## src/rtl/bcd_addsub_serial.sv

```systemverilog
//============================================================================
// Module   : bcd_addsub_serial
// Brief    : Digit-serial packed-BCD adder/subtractor, LSD first, one decimal
//            digit per clock behind valid/ready handshakes.
// Revision : 1.0
//============================================================================
`default_nettype none

module bcd_addsub_serial #(
    parameter int DIGITS = 4
) (
    input  logic                  clk,
    input  logic                  rst_n,
    input  logic                  in_valid_i,
    output logic                  in_ready_o,
    input  logic [4*DIGITS-1:0]   a_i,
    input  logic [4*DIGITS-1:0]   b_i,
    input  logic                  cin_i,
    input  logic                  sub_i,
    output logic                  out_valid_o,
    input  logic                  out_ready_i,
    output logic [4*DIGITS-1:0]   sum_o,
    output logic                  cout_o,
    output logic                  err_o
);

    localparam int IDXW = (DIGITS > 1) ? $clog2(DIGITS) : 1;
    localparam logic [IDXW-1:0] LAST_IDX = IDXW'(DIGITS - 1);

    typedef enum logic [1:0] {
        S_IDLE = 2'd0,
        S_RUN  = 2'd1,
        S_DONE = 2'd2
    } state_t;

    state_t              state_q;
    logic [4*DIGITS-1:0] a_q;
    logic [4*DIGITS-1:0] b_q;
    logic                sub_q;
    logic                carry_q;
    logic [IDXW-1:0]     idx_q;
    logic [4*DIGITS-1:0] sum_q;
    logic                cout_q;
    logic                err_q;
    logic                in_ready_q;
    logic                out_valid_q;

    logic [3:0]          a_dig_d;
    logic [3:0]          b_dig_d;
    logic [3:0]          bd_d;
    logic [4:0]          t_d;
    logic [3:0]          digit_d;
    logic                carry_d;
    logic                err_d;

    // Any digit of either incoming operand outside 0..9 poisons the result.
    always_comb begin
        err_d = 1'b0;
        for (int k = 0; k < DIGITS; k++) begin
            if (a_i[4*k +: 4] > 4'd9 || b_i[4*k +: 4] > 4'd9) begin
                err_d = 1'b1;
            end
        end
    end

    // Single decimal-correct digit adder shared across all digit positions.
    always_comb begin
        a_dig_d = a_q[4*idx_q +: 4];
        b_dig_d = b_q[4*idx_q +: 4];
        bd_d    = sub_q ? (4'd9 - b_dig_d) : b_dig_d;
        t_d     = {1'b0, a_dig_d} + {1'b0, bd_d} + {4'b0000, carry_q};
        if (t_d > 5'd9) begin
            digit_d = t_d[3:0] + 4'd6;
            carry_d = 1'b1;
        end else begin
            digit_d = t_d[3:0];
            carry_d = 1'b0;
        end
    end

    always_ff @(posedge clk or negedge rst_n) begin
        if (!rst_n) begin
            state_q     <= S_IDLE;
            a_q         <= '0;
            b_q         <= '0;
            sub_q       <= 1'b0;
            carry_q     <= 1'b0;
            idx_q       <= '0;
            sum_q       <= '0;
            cout_q      <= 1'b0;
            err_q       <= 1'b0;
            in_ready_q  <= 1'b1;
            out_valid_q <= 1'b0;
        end else begin
            case (state_q)
                S_IDLE: begin
                    if (in_valid_i && in_ready_q) begin
                        a_q        <= a_i;
                        b_q        <= b_i;
                        sub_q      <= sub_i;
                        carry_q    <= cin_i;
                        idx_q      <= '0;
                        sum_q      <= '0;
                        cout_q     <= 1'b0;
                        err_q      <= err_d;
                        in_ready_q <= 1'b0;
                        state_q    <= S_RUN;
                    end
                end
                S_RUN: begin
                    sum_q[4*idx_q +: 4] <= digit_d;
                    carry_q             <= carry_d;
                    idx_q               <= idx_q + 1'b1;
                    if (idx_q == LAST_IDX) begin
                        out_valid_q <= 1'b1;
                        state_q     <= S_DONE;
                        // Later assignment wins over the digit write above.
                        if (err_q) begin
                            sum_q  <= '0;
                            cout_q <= 1'b0;
                        end else begin
                            cout_q <= carry_d;
                        end
                    end
                end
                S_DONE: begin
                    if (out_ready_i) begin
                        out_valid_q <= 1'b0;
                        in_ready_q  <= 1'b1;
                        state_q     <= S_IDLE;
                    end
                end
                default: begin
                    state_q     <= S_IDLE;
                    in_ready_q  <= 1'b1;
                    out_valid_q <= 1'b0;
                end
            endcase
        end
    end

    assign in_ready_o  = in_ready_q;
    assign out_valid_o = out_valid_q;
    assign sum_o       = sum_q;
    assign cout_o      = cout_q;
    assign err_o       = err_q;

endmodule

`default_nettype wire

```

## config.mk

```make
export PLATFORM = sky130hd
export DESIGN_NAME = bcd_addsub_serial
export DESIGN_NICKNAME = d
export VERILOG_FILES = /design/src/rtl/bcd_addsub_serial.sv
export SDC_FILE = /design/constraint.sdc
export NUM_CORES = 1
export LEC_CHECK = 0
export BUFFER_PORTS_ARGS = -buffer_cell sky130_fd_sc_hd__buf_4
export CORE_MARGIN = 3
export CORE_UTILIZATION = 55
export DETAILED_ROUTE_END_ITERATION = 7
export PLACE_DENSITY = 0.8
export RECOVER_POWER = 50
export SLEW_MARGIN = 5
export SYNTH_ARGS = -nofsm -noshare
export SYNTH_HDL_FRONTEND = slang
export SYNTH_SLANG_ARGS = --single-unit
```

## constraint.sdc

```tcl
create_clock -name clk -period 4.3 [get_ports clk]
set_input_delay 0.43 -clock clk [delete_from_list [all_inputs] [get_ports clk]]
set_output_delay 0.43 -clock clk [all_outputs]
set_load 0.1 [all_outputs]
```

==> qor.txt, run 1 <==
slowest library cell on the worst path: dfrtp_1
Initial Utilization: 59.1%
height of the chip: 78.7 um
TritonCTS clock tree: yes
final instance area: 3550 sq um
Max Cap Viol: 1
WP depth: 12
Worst setup EP type: register
Sink Count: 58
Post-CTS Hold Fix Bufs: 0
CP cell instances: mux4_2, xnor2_1, fa_1, inv_1, fa_1, xor2_1, inv_1, ha_1, a221o_1, and3b_4, a311oi_4, o21ai_1
CTS resizes: 0
Mapped Cells: 242
HP Class: in2reg
setup bufs post-CTS: 0
fin crit share: 90.9%
CP Buf/Inv Count: 2
Reg clk slew, reported paths: 0.06 ns
Hold Path Stages: 3
Clk Latency, worst-skew pair: 0.33 ns
RePlAce Congestion: 0.879
fin util: 72.3%
post-synth top area cell: dfrtp_1
Root Buffer: clkbuf_8
total CTS buffers: 9
RSZ-0062 raised after global routing: false
Hold Fails Final Rpt: 0
Total Wirelength: 5860 um
die width: 78.7 um
failing checks: capacitance limit, slew limit
R2R setup slack: 0.39 ns
Crit path max-delay family: adder cells
crit path max fanout: 9
Clock Skew: 0.0118 ns
Critical Path Start Type: register
Buffers on Ports: 57
run status: complete, but fails checks
Synth Net Count: 293
setup TNS: 0 ns
Worst EP required: 4.51 ns
vias per cell: 5.53
synth top area cells: dfrtp_1 49%, mux2_2 13%, mux4_2 6.2%, ha_1 4.7%, nand2_1 4.0%
Min-Delay Endpoint: carry_q
Synth Warn #: 0
antenna cell count: 0
Syn-to-layout area delta: 22.2%
Rel. slew slack: -99.3%
post-synthesis average cell area: 12.0 sq um
kind of critical path: reg2reg
io pins: 58
row cnt: 25
CP arrival: 4.12 ns
Placement Cell Area: 3400 sq um
vias in the first global route: 2,081
H-tree depth: 3
largest net degree at the start of global routing: 59
DR WL/cell: 15.5 um
ys async rst share: 100%
Worst Hold Launch: cin_i
ys flop type: dfrtp_1
post-route ant nets: 0
global route total overflow: 0
Max Freq: 256 MHz
reg2reg start: idx_q[0]
end of the worst register-to-register path: sum_o[6]
DP Cell Count: 362
register area share after synthesis: 50.0%
Synth Cell Area: 2900 sq um
Tot GR Track Use: 20.6%
vias post-DR: 2,091
Post-Layout Cell Count: 378
Pre-Repair DR Iteration Count: 4
reg2reg path depth: 12
drt drc: 0
Synth top area share: 49.1%
layout cells sized above 1: 36.7%
Clock Path Buffers: 2
initial antenna violation count: 0
layout net count: 357
Final min period: 3.91 ns
core footprint: 4910 sq um
Synth Register Bits: 58
Die ar.: 6190 sq um
DPL Wire Length: 4410 um
Final Max Slew Viols: 59
First DRT Iteration DRCs: 90
delay of the slowest cell on the worst path: 0.67 ns
Yosys cell types: 40
first-pass GRT wire length: 9870 um
number of synthesized flops with an enable pin: 0
Final setup viols: 0
Worst Max-Slew Pin Slew: 2.99 ns
## worst min-delay path, cell delays in order
cell      delay, ns
buf_4          0.08
nand2_1        0.04
o221ai_1       0.06
## cell usage after synthesis (2+ instances only)
cell type,n
a21oi_1,11
buf_2,3
buf_4,2
dfrtp_1,57
fa_1,2
ha_1,11
inv_1,9
mux2_2,33
mux4_2,8
nand2_1,31
nand2_2,2
nand2b_1,2
nand3_1,2
nand3b_1,2
nand4_1,3
nor2_1,7
nor3_1,3
o21ai_0,15
o21ai_1,10
o21bai_1,2
o31ai_1,5
or4_4,2
xnor2_1,3
## metal layers
| layer | vias to the layer above | GRT usage [%] | routed length (um) |
|---|---|---|---|
| met5 | - | 0 | 0 |
| met4 | 0 | 7.87 | 57 |
| met3 | 6 | 4.24 | 335 |
| li1 | 1004 | - | - |
| met1 | 1015 | 27.8 | 2650 |
| met2 | 66 | 32.8 | 2810 |
## logic make-up (layout without fill, tap and decap cells)
| logic type | count (synthesis) | in the layout | synth area share (%) |
|---|---|---|---|
| xor+xnor | 4 | 4 | 1.21 |
| mux | 42 | 42 | 19.3 |
| simple gates | 60 | 60 | 10.4 |
| buf+inv | 16 | 85 | 2.46 |
| compound gates | 49 | 49 | 10.5 |
| fa+ha+maj | 13 | 13 | 6.12 |
| flops | 58 | 58 | 50.0 |
## registers in the layout, summed over array words and instances (netlist names)
name and count:
sub_q 1, err_o 1, idx_q 2, out_valid_o 1, sum_o 16, in_ready_o 1
carry_q 1, cout_o 1, a_q 16, state_q 2, b_q 16
## layout by cell type (no fill, tap or decap), types with 2 or more instances in the layout
master and instances:
nand4_1 3, clkbuf_1 12, mux2_2 33, inv_1 9, nand3_1 2, fa_1 2
nor3_1 3, clkbuf_8 12, nand2_1 31, o31ai_1 5, xnor2_1 3, nand2_2 2
nand3b_1 2, or4_4 2, o21bai_1 2, ha_1 11, o21ai_1 10, nand2b_1 2
dfrtp_1 57, buf_4 49, o21ai_0 15, nor2_1 7, mux4_2 8, clkinv_2 2
a21oi_1 11
## final cells by class
cell class,instances,area (sq um)
inverter,10,37.5
sequential,58,1450
clock buffer,14,173
timing repair buffer,59,405
clock inverter,2,10.0
tap,67,83.8
fill,374,1360
multi-input combinational,168,1390
## worst max-delay path by stage
stage                     startpoint        end  slack, ns
after floorplan             idx_q[0]  sum_o[10]       0.69
final                       idx_q[0]   sum_o[6]       0.39
after CTS                   idx_q[0]   sum_o[6]       0.36
after detailed placement    idx_q[0]   sum_o[6]       0.39
after global routing        idx_q[0]   sum_o[6]       0.07
after global placement      idx_q[0]   sum_o[2]       0.54
## per-stage QoR
step                setup WS (ns)  hold slack [ns]
CTS                         0.358            0.178
floorplan                   0.688            0.134
finish                      0.389            0.316
detailed placement          0.395            0.469
global placement            0.541            0.464
global route               0.0661            0.325
Power of run 1 is not shown: default switching activity piles up to over one toggle a cycle in this logic, so the estimate is an artifact.
==> run 2, diff against run 1 <==
--- a/config.mk
+++ b/config.mk
@@ -5,9 +5,11 @@
 export SDC_FILE = /design/constraint.sdc
 export NUM_CORES = 1
 export LEC_CHECK = 0
+export ABC_CLOCK_PERIOD_IN_PS = 4300
 export BUFFER_PORTS_ARGS = -buffer_cell sky130_fd_sc_hd__buf_4
 export CORE_MARGIN = 3
 export CORE_UTILIZATION = 55
+export CTS_BUF_LIST = sky130_fd_sc_hd__clkbuf_4 sky130_fd_sc_hd__clkbuf_8 sky130_fd_sc_hd__clkbuf_16
 export DETAILED_ROUTE_END_ITERATION = 7
 export PLACE_DENSITY = 0.8
 export RECOVER_POWER = 50
==> qor.txt, run 2 (synthesis gave the netlist of run 1 again) <==
core footprint: 4910 sq um (unchanged)
TritonCTS clock tree: yes
Syn-to-layout area delta: 22.4%
layout net count: 357 (unchanged)
First DRT Iteration DRCs: 92 (+2.2%)
fin crit share: 90.9% (about the same)
Clock Path Buffers: 2 (unchanged)
hold_ws: 0.320 ns (+0.00409 ns)
met2 WL post-DR: 2880 um (+2.4%)
Worst Hold Launch: cin_i
most common cell after layout, fill and taps aside: dfrtp_1
Max Cap Viol: 1 (unchanged)
io pins: 58 (unchanged)
HP Class: in2reg
Total Wirelength: 5900 um (+0.70%)
Max Freq: 256 MHz (about the same)
end of the worst register-to-register path: sum_o[6]
crit path max fanout: 9 (unchanged)
failing checks: capacitance limit, slew limit
Tot GR Track Use: 20.5% (-0.074 points)
vias post-DR: 2,112 (+1.0%)
initial antenna violation count: 0 (unchanged)
die width: 78.7 um (unchanged)
Reg clk slew, reported paths: 0.06 ns (about the same)
Placement Cell Area: 3400 sq um (unchanged)
routed length on met3: 299 um (-11%)
Clock Skew: 0.00965 ns (-0.00212 ns)
largest net degree at the start of global routing: 59 (unchanged)
Final Max Slew Viols: 59 (unchanged)
Buffers on Ports: 57 (unchanged)
kind of critical path: reg2reg
antenna cell count: 0 (unchanged)
Die ar.: 6190 sq um (unchanged)
Initial Utilization: 59.1% (unchanged)
reg2reg path depth: 12 (unchanged)
DPL Wire Length: 4410 um (unchanged)
Final min period: 3.91 ns (-0.00104 ns)
Critical Path Start Type: register
total CTS buffers: 9 (unchanged)
Rel. slew slack: -101% (-1.5 points)
Hold Fails Final Rpt: 0 (unchanged)
Worst setup EP type: register
H-tree depth: 3 (unchanged)
Pre-Repair DR Iteration Count: 5 (+1)
layout cells sized above 1: 37.3% (+0.64 points)
Min-Delay Endpoint: carry_q
CTS resizes: 0 (unchanged)
routed length on met1: 2700 um (+1.7%)
fin util: 72.4% (+0.15 points)
height of the chip: 78.7 um (unchanged)
Post-CTS Hold Fix Bufs: 0 (unchanged)
global route total overflow: 0 (unchanged)
Root Buffer: clkbuf_8
multi-input logic area: 1390 sq um (unchanged)
vias per cell: 5.59 (+1.0%)
setup bufs post-CTS: 0 (unchanged)
RePlAce Congestion: 0.879 (unchanged)
Sink Count: 58 (unchanged)
R2R setup slack: 0.39 ns (about the same)
Worst EP required: 4.51 ns (about the same)
Clk Latency, worst-skew pair: 0.33 ns (about the same)
first-pass GRT wire length: 9840 um (-0.28%)
setup TNS: 0 ns (unchanged)
drt drc: 0 (unchanged)
vias in the first global route: 2,078 (-0.14%)
FF+latch area: 1450 sq um (unchanged)
reg2reg start: idx_q[0]
DR WL/cell: 15.6 um (+0.70%)
run status: complete, but fails checks
commonest non-fill, non-tap cells in the layout: 57 x dfrtp_1, 49 x buf_4, 33 x mux2_2, 31 x nand2_1, 15 x o21ai_0
final instance area: 3560 sq um (+0.21%)
RSZ-0062 raised after global routing: false
top routing layer used: met4
Final setup viols: 0 (unchanged)
total of fill cells in the finished design: 375 (+0.27%)
row cnt: 25 (unchanged)
post-route ant nets: 0 (unchanged)
Worst Max-Slew Pin Slew: 3.01 ns (+0.0221 ns)
Hold Path Stages: 3 (unchanged)
CP arrival: 4.12 ns (about the same)
## run 2: cell type report
class	count	area share, %
well taps	67	2.36
multi-input cells	168	39.0
clock inverters	2	0.281
flip-flops and latches	58	40.9
inverters	10	1.06
clock buffers	14	5.07
repair buffers	59	11.4
## run 2: critical path: stages, from the launching register on
cell and delay (ns):
dfrtp_1 0.67, mux4_2 0.59, xnor2_1 0.20, fa_1 0.22, inv_1 0.06, fa_1 0.40, xor2_1 0.27, inv_1 0.09
ha_1 0.25, a221o_1 0.38, and3b_4 0.21, a311oi_4 0.32, o21ai_1 0.12
## run 2: how the worst max path moves through the flow
| stage | from | endpoint | slack, ns | depth (start not counted) |
|---|---|---|---|---|
| finish | idx_q[0] | sum_o[6] | 0.39 | 12 |
| detailed placement | idx_q[0] | sum_o[6] | 0.39 | 12 |
| CTS | idx_q[0] | sum_o[6] | 0.36 | 12 |
| floorplan | idx_q[0] | sum_o[10] | 0.69 | 14 |
| global placement | idx_q[0] | sum_o[2] | 0.54 | 12 |
| global route | idx_q[0] | sum_o[6] | 0.07 | 12 |
## run 2: metrics by stage
step           setup WS [ns]  std cells
2_1_floorplan          0.688        242
3_3_place_gp           0.541        362
3_5_place_dp           0.395        362
4_1_cts                0.360        378
5_1_grt               0.0695        378
6_report               0.390        378
## run 2: per-layer routing
layer  up-vias  GRT usage, %
li1       1002             -
met4         0          7.87
met2        67          32.7
met3         2          4.24
met1      1041          27.6
met5         -             0
Power of run 2 is left out for the same reason.
